File: config.mk
export PLATFORM = sky130hd
export DESIGN_NAME = pipe_buffer
export DESIGN_NICKNAME = d
export VERILOG_FILES = /design/src/rtl/pipe_buffer.sv
export SDC_FILE = /design/constraint.sdc
export NUM_CORES = 1
export LEC_CHECK = 0
export BUFFER_PORTS_ARGS = -buffer_cell sky130_fd_sc_hd__buf_2
export CAP_MARGIN = 15
export CELL_PAD_IN_SITES_DETAIL_PLACEMENT = 1
export CELL_PAD_IN_SITES_GLOBAL_PLACEMENT = 2
export CORE_ASPECT_RATIO = 1.2
export CORE_MARGIN = 4
export CORE_UTILIZATION = 39
export DETAILED_ROUTE_END_ITERATION = 8
export GPL_TIMING_DRIVEN = 0
export PLACE_DENSITY_LB_ADDON = 0.3
export SKIP_CTS_REPAIR_TIMING = 1
export SKIP_LAST_GASP = 1
export SYNTH_ARGS = -nofsm -noshare
export SYNTH_HDL_FRONTEND = slang
export SYNTH_SLANG_ARGS = --single-unit
File: constraint.sdc
create_clock -name clk -period 9.1 [get_ports clk]
set_input_delay 1.82 -clock clk [delete_from_list [all_inputs] [get_ports clk]]
set_output_delay 1.82 -clock clk [all_outputs]
set_load 0.02 [all_outputs]
File: src/rtl/pipe_buffer.sv
// ---------------------------------------------------------------------------
// pipe_buffer
//
// Elastic in-order buffer placed between two pipeline stages (IF/ID today,
// ID/EX later). It holds up to DEPTH entries so that a downstream stall does
// not lose an instruction that is already in flight. A one-cycle kill empties
// the buffer, and a NOP pattern is then presented downstream.
//
// Parameters:
//   DATA_W    entry width, e.g. {NPC, Instruction}
//   DEPTH     number of entries, 2..16, need not be a power of two
//   NOP_VALUE value driven on out_data whenever the buffer is empty
//   CNT_W     width of the count output
//
// Ports:
//   clk        single clock, all state changes on the rising edge
//   reset      asynchronous, active-low; clears pointers and count at once
//   in_valid   upstream presents an entry
//   in_ready   buffer can accept an entry this cycle
//   in_data    upstream entry
//   kill       synchronous flush of all entries (wins over push/pop)
//   out_valid  head holds a valid entry
//   out_ready  downstream consumes the head this cycle
//   out_data   head entry, or NOP_VALUE when empty
//   count      number of entries currently held
//
// Handshake: a transfer happens on a rising edge where valid and ready are
// both high and kill is low. A producer holding valid keeps its data stable
// until it sees ready. in_ready is derived from registered state only, so
// there is no combinational path from out_ready to in_ready. A slot freed by
// a pop becomes available on the following cycle, not the current one.
// ---------------------------------------------------------------------------
module pipe_buffer #(
  parameter int                DATA_W    = 64,
  parameter int                DEPTH     = 2,
  parameter logic [DATA_W-1:0] NOP_VALUE = '0,
  parameter int                CNT_W     = $clog2(DEPTH + 1)
) (
  input  logic              clk,
  input  logic              reset,
  input  logic              in_valid,
  output logic              in_ready,
  input  logic [DATA_W-1:0] in_data,
  input  logic              kill,
  output logic              out_valid,
  input  logic              out_ready,
  output logic [DATA_W-1:0] out_data,
  output logic [CNT_W-1:0]  count
);

  // DEPTH is at least 2 when legal, so PTR_W is at least 1.
  localparam int                PTR_W    = (DEPTH > 1) ? $clog2(DEPTH) : 1;
  localparam logic [PTR_W-1:0]  LAST_PTR = PTR_W'(DEPTH - 1);
  localparam logic [CNT_W-1:0]  FULL_CNT = CNT_W'(DEPTH);

  if (DEPTH < 2 || DEPTH > 16) begin : g_depth_check
    $error("pipe_buffer: DEPTH %0d is outside the legal range 2..16", DEPTH);
  end

  // Storage is never cleared: only the pointers and count are reset, and an
  // empty buffer masks the head with NOP_VALUE.
  logic [DATA_W-1:0] mem [DEPTH];

  logic [PTR_W-1:0]  wr_ptr;
  logic [PTR_W-1:0]  rd_ptr;
  logic [CNT_W-1:0]  count_q;

  logic              full;
  logic              empty;
  logic              push;
  logic              pop;

  // Pointers wrap explicitly at DEPTH-1 so non-power-of-two depths never
  // index past the last entry.
  function automatic logic [PTR_W-1:0] ptr_inc(input logic [PTR_W-1:0] p);
    if (p == LAST_PTR) begin
      return '0;
    end
    return p + 1'b1;
  endfunction

  assign full  = (count_q == FULL_CNT);
  assign empty = (count_q == '0);

  assign in_ready  = ~full;
  assign out_valid = ~empty;
  assign count     = count_q;

  // Kill suppresses both transfers; the flush below then clears everything.
  assign push = in_valid  & in_ready  & ~kill;
  assign pop  = out_valid & out_ready & ~kill;

  // No same-cycle bypass: an entry pushed while empty shows up after the edge.
  assign out_data = out_valid ? mem[rd_ptr] : NOP_VALUE;

  always_ff @(posedge clk) begin
    if (push) begin
      mem[wr_ptr] <= in_data;
    end
  end

  always_ff @(posedge clk or negedge reset) begin
    if (!reset) begin
      wr_ptr  <= '0;
      rd_ptr  <= '0;
      count_q <= '0;
    end else if (kill) begin
      wr_ptr  <= '0;
      rd_ptr  <= '0;
      count_q <= '0;
    end else begin
      if (push) begin
        wr_ptr <= ptr_inc(wr_ptr);
      end
      if (pop) begin
        rd_ptr <= ptr_inc(rd_ptr);
      end
      // Simultaneous push and pop leaves the occupancy unchanged.
      case ({push, pop})
        2'b10:   count_q <= count_q + 1'b1;
        2'b01:   count_q <= count_q - 1'b1;
        default: count_q <= count_q;
      endcase
    end
  end

endmodule
==> results of run 1 <==
==> layout by cell type (no fill, tap or decap), types with 2 or more instances in the layout <==
cell type	instances
buf_6	14
a21oi_1	4
buf_2	143
o21ai_0	2
clkinv_2	2
clkinv_4	4
clkbuf_1	2
dfrtp_1	4
bufinv_16	2
clkinv_1	3
clkbuf_16	17
edfxtp_1	128
nor2_1	66
clkinvlp_4	3
inv_2	2
buf_4	6
mux2i_1	65
==> routing by layer <==
metal  part of all wire [%]  wire length [um]  GRT usage [%]
met5                      0                 0              0
met2                     56              6000          27.97
met4                    1.4               153          6.491
met3                    5.4               576          4.575
met1                     37              4015          15.38
==> state kept, by name, summed over array words and instances (netlist names) <==
register / cells
mem: 128
count: 2
rd_ptr: 1
wr_ptr: 1
==> final cells by class <==
cell class,instances,area share [%]
buffer,14,1.258
clock buffer,18,6.439
clock inverter,14,2.084
inverter,3,0.1690
multi-input combinational,148,15.22
sequential,132,59.17
tap,164,3.079
timing repair buffer,150,12.58
==> path summary, 6_finish.rpt <==
check                                     startpoint              endpoint  cells after the start
worst max-delay path            count[0]$_DFFE_PN0P_          out_data[31]                      5
worst min-delay path              wr_ptr$_DFFE_PN0P_    wr_ptr$_DFFE_PN0P_                      2
worst max register to register  count[1]$_DFFE_PN0P_  mem[1][42]$_DFFE_PP_                      8
worst min register to register    wr_ptr$_DFFE_PN0P_    wr_ptr$_DFFE_PN0P_                      2
max in group asynchronous                      reset    rd_ptr$_DFFE_PN0P_                      1
min in group asynchronous                      reset  count[0]$_DFFE_PN0P_                      1
==> logic make-up (layout without fill, tap and decap cells) <==
group | after synthesis | count (layout) | synth area share [%]
compound gates | 8 | 8 | 0.8932
xor+xnor | 1 | 1 | 0.1737
buf+inv | 17 | 199 | 1.885
flops | 132 | 132 | 78.19
mux | 65 | 65 | 12.90
simple gates | 74 | 74 | 5.954
==> power by group through the flow <==
stage | combinational [mW] | sequential, mW | clock (mW)
2_1_floorplan | 0.0971 | 0.713 | 0
3_3_place_gp | 0.156 | 0.715 | 0
3_5_place_dp | 0.167 | 0.711 | 0
4_1_cts | 0.168 | 0.699 | 0.657
5_1_grt | 0.179 | 0.700 | 0.694
6_report | 0.163 | 0.699 | 0.644
==> worst max-delay path, stage by stage (launching register included) <==
cell and delay [ns]:
dfrtp_1 0.45, nor2_1 0.14, buf_2 0.27, buf_2 0.28, nor2_1 0.10, buf_2 0.17
==> stage by stage <==
step                      setup slack [ns]  total power [mW]
after floorplan                      1.965            0.8103
after global placement             -0.8931            0.8708
after detailed placement             5.299            0.8780
after CTS                            5.400             1.524
after global routing                 5.290             1.572
final                                5.463             1.506
==> impl_results.md, run 1 <==
* Post-synth ARST share at 3.030%
* Initial Utilization at 39.81%
* Via count at 2981
* Filler Cells Inserted at approximately 1300
* Max_cap viols at 0
* Logic pwr share at 10.8%
* Die area at 0.01482 mm2
* CTS clk-pin slew, worst paths at 0.05 ns
* Core Region at about 0.013 mm2
* Util after Layout at 52.61%
* Top-count cell post-synth: edfxtp_1
* Total gr overflow at 0
* NetSw at around 0.35 mW
* Top FF cell, synth: edfxtp_1
* I/O Buffers at 136
* GPL Wtd Cong at 0.7321
* Vias in the first global route at 3285
* Maximum clock path buffer count at 2
* HP Class: reg2reg
* Clock Skew at 0.01410 ns
* Post-Layout Cell Count at 643
* Status: completed
* Synthesized area at 0.005044 mm2
* Clock sink count at 132
* Multi-input gate area at 0.001015 mm2
* Sum Neg Setup Slack at 0 ns
* H-tree Lvls at 4
* Sequential element share of the synthesized area at 78.19%
* Maximum VDD drop at 0.0001589 V
* CP arrival at 1.82 ns
* Setup Viol. Count Final at 0
* Num CTS Buffers at 17
* Largest net degree at the start of global routing at 17
* Worst-Skew Late Latency at roughly 0.4 ns
* Post-synth EDFFs at approximately 130
* Row Count at 45
* CTS tree: done
* Clk root buf: clkbuf_16
* Register area at 0.003944 mm2
* Cell area power density at 225.9 mW/mm2
* Synthesized instance count at 297
* Die height at between 100 and 150 um
* Synth cell count leaders: edfxtp_1 (128), nor2_1 (66), mux2i_1 (65)
* Net Sw Frac at 23.33%
* Internal Power at 1.154 mW
* Flop pwr share at between 40% and 50%
* DRT Wirelength at 10.75 mm
* CP Class: reg2out
* Tot GR Track Use at 15.03%
* Residual DRC count at 0
* Syn Area/Cell at 16.98 um2
* Global-route wire length before repair at approximately 17 mm
* Worst Tran Pin Value at between 0.8 and 0.9 ns
* CP Launch Type: register
* Nets at ~540
* Number of synthesized register bits at about 130
* Initial DRC Count at 108
* DR vias/cell at 4.636
* RSZ-0062 raised after global routing: no
* Antenna-violating nets left at 0
* I/O pin cnt at ~140
* Clock power frac at 42.8%
* Die Wd at 111.8 um
* Fin. Hold Viols at 0
* Crit path max fanout at 10
* Layout cells sized above 1 at between 40% and 50%
* Synth area leader: edfxtp_1
* Slew Limit Fails at 0
* Area Growth Syn to Fin at 32.15%
* Fin crit period at 3.637 ns
* # diodes at 0
* Final instance area at 0.006665 mm2
* Top post-synthesis cells by area: edfxtp_1 (76%), mux2i_1 (13%), nor2_1 (4.9%)
* Synth warn at 0
* Final period utilization at about 40%
* Post-detail-place hpwl at 7.698 mm
* Initial antenna violation count at 0
* Final hold slack at 0.6000 ns
* Post-Place Cells at approximately 610
* TritonRoute pass-1 iters at 4
* Cell leakage power at roughly 2.6 nW
* Slew HR at 46.32%
* R2R setup slack at ~6.6 ns
* F_max at 274.9 MHz
* Post-Place Cell Area at a little over 0.006 mm2
* Post-Syn Nets at 366
* CP required at 7.28 ns
* DR WL/cell at between 15 and 20 um
* Distinct cells, synth at 21
* Top-area cell type share of the netlist area at 76.21%
* Crit end category: output pin
No activity file was read; power rests on OpenSTA's default activity.
==> inputs of run 2 (changes only) <==
- CORE_UTILIZATION: 39 -> 36
- clock period: 9.1 -> 3.45 ns (I/O delays scaled with it)
==> run 2 against run 1 <==
- non-clock buffer count decreased by 7
- die area rose by 7.8%
- sequential share of layout area down 0.39 points
- hold slack worse by 0.52 ns
- clock skew fell by 0.0098 ns
- global-route usage fell by 0.99 points
- sequential power rose to 2.6 times the previous value
- clock-buffer cell count decreased by 1
- clock power rose to 2.8 times the previous value
- combinational power grew to 2.7 times the previous value
- critical endpoint is now out_data[30]
- largest cell class unchanged
==> impl_results.md, run 2 (synthesis gave the netlist of run 1 again) <==
* Post-detail-place hpwl at 7.572 mm
* Fin worst setup slack at 0.9292 ns
* Area Growth Syn to Fin at 33.02%
* Most flops, register: mem
* Worst-Skew Late Latency at 0.41 ns
* CP Class: reg2out
* Max reg flops at roughly 130
* Via count at 3017
* Slew HR at ~31%
* Residual DRC count at 0
* CP Launch Type: register
* Die height at approximately 140 um
* H-tree Lvls at 4
* Die Wd at 116.1 um
* GPL Wtd Cong at between 0.6 and 0.7
* CTS tree: done
* CP required at around 2.8 ns
* R2R depth at 6
* Fin crit period at between 2 and 3 ns
* Most common cell after layout, fill and taps aside: buf_2
* Clk root buf: clkbuf_16
* Core Region at about 0.014 mm2
* Total gr overflow at 0
* Fin. Hold Viols at 0
* Layout cells sized above 1 at 40.89%
* I/O pin cnt at around 140
* HP Class: in2async
* DRT Wirelength at 10.75 mm
* CP arrival at between 1.5 and 2 ns
* Final period utilization at 73.07%
* Cell area power density at 611.5 mW/mm2
* Largest net degree at the start of global routing at 19
* Antenna-violating nets left at 0
* Num CTS Buffers at 17
* Crit end category: output pin
* Worst Tran Pin Value at roughly 1.0 ns
* Initial DRC Count at 60
* Total power at 4.102 mW
* Row Count at 47
* F_max at around 400 MHz
* Cell leakage power at 2.590 nW
* Post-Place Cells at 611
* Filler Cells Inserted at 1401
* RSZ-0062 raised after global routing: no
* Slew Limit Fails at 0
* Maximum clock path buffer count at 2
* TritonRoute pass-1 iters at 4
* Post-Layout Cell Count at approximately 640
* R2R setup slack at 1.07 ns
* Clock sink count at 132
* DR vias/cell at 4.692
* CTS clk-pin slew, worst paths at 0.05 ns
* Crit path max fanout at 10
* Multi-input gate area at roughly 0.001 mm2
* Initial antenna violation count at 2
* Tot GR Track Use at between 10 and 15%
* RR Startpoint: count[1]$_DFFE_PN0P_
* # diodes at 0
* Clock Skew at around 0.0043 ns
* Vias in the first global route at 3272
* Global-route wire length before repair at approximately 17 mm
* DR WL/cell at 16.72 um
* Status: completed
* Maximum VDD drop at about 0.00031 V
* Max_cap viols at 0
* Register area at ~0.004 mm2
* Die area at about 0.016 mm2
* Initial Utilization at 36.65%
* Setup Viol. Count Final at 0
* Setup WS pre-CTS at roughly 0.87 ns
* Reg2reg end: mem[0][47]$_DFFE_PP_
* Nets at 528
* I/O Buffers at 136
* Commonest non-fill, non-tap cells in the layout: buf_2 (143), edfxtp_1 (128), nor2_1 (66)
==> run 2: changes by cell type in the layout (fill, tap and decap cells not counted), moves of 3 or more <==
cell      previous run  this run
clkinv_1             3         0
buf_16               0         3
inv_6                0         3
buf_8                0         4
buf_6               14         0
==> run 2: through the flow <==
step                hold WS [ns]  TNS (ns)  instance area (um2)  utilization, %
floorplan                 0.3944         0                 5066               -
global route             0.07135         0                 6709           48.75
global placement          0.5043    -70.40                 5961           43.32
finish                   0.08018         0                 6709           48.75
CTS                      0.06781         0                 6709           48.75
detailed placement        0.5076         0                 6103           44.35
==> run 2: routing by layer <==
| metal | vias up | wire length, um | global-route usage, % |
|---|---|---|---|
| met5 | - | 19 | 0 |
| li1 | 1434 | - | - |
| met4 | 4 | 255 | 7.286 |
| met1 | 1464 | 4113 | 15.55 |
| met3 | 22 | 675 | 4.218 |
| met2 | 93 | 5685 | 24.22 |
==> run 2: how the worst max path moves through the flow <==
stage | from | to | slack [ns] | cells past startpoint
after floorplan | count[1]$_DFFE_PN0P_ | mem[1][0]$_DFFE_PP_ | 0.35 | 4
after global placement | in_valid | mem[1][42]$_DFFE_PP_ | -0.67 | 3
after detailed placement | in_valid | mem[0][49]$_DFFE_PP_ | 0.87 | 5
after CTS | count[0]$_DFFE_PN0P_ | out_data[51] | 0.87 | 5
after global routing | count[0]$_DFFE_PN0P_ | out_data[51] | 0.76 | 5
final | count[0]$_DFFE_PN0P_ | out_data[30] | 0.93 | 5
==> run 2: power by group <==
part	switching (mW)	internal [mW]	leakage, nW	total (mW)
sequential	0.0168	1.83	1.23	1.84
clock	0.686	1.14	0.290	1.83
combinational	0.267	0.166	1.07	0.433
total	0.970	3.13	2.59	4.10
==> run 2: final cells by class <==
cell class,count,share of cell area (%)
Sequential cell,132,58.78
Tap cell,171,3.189
Clock buffer,17,6.341
Multi-Input combinational cell,148,15.31
Clock inverter,15,2.686
Buffer,14,1.250
Timing Repair Buffer,143,12.27
Inverter,3,0.1678
==> run 2: worst max-delay path, stage by stage (launching register included) <==
cell,delay (ns)
dfrtp_1,0.46
nor2_1,0.15
buf_2,0.26
buf_2,0.29
nor2_1,0.09
buf_2,0.16
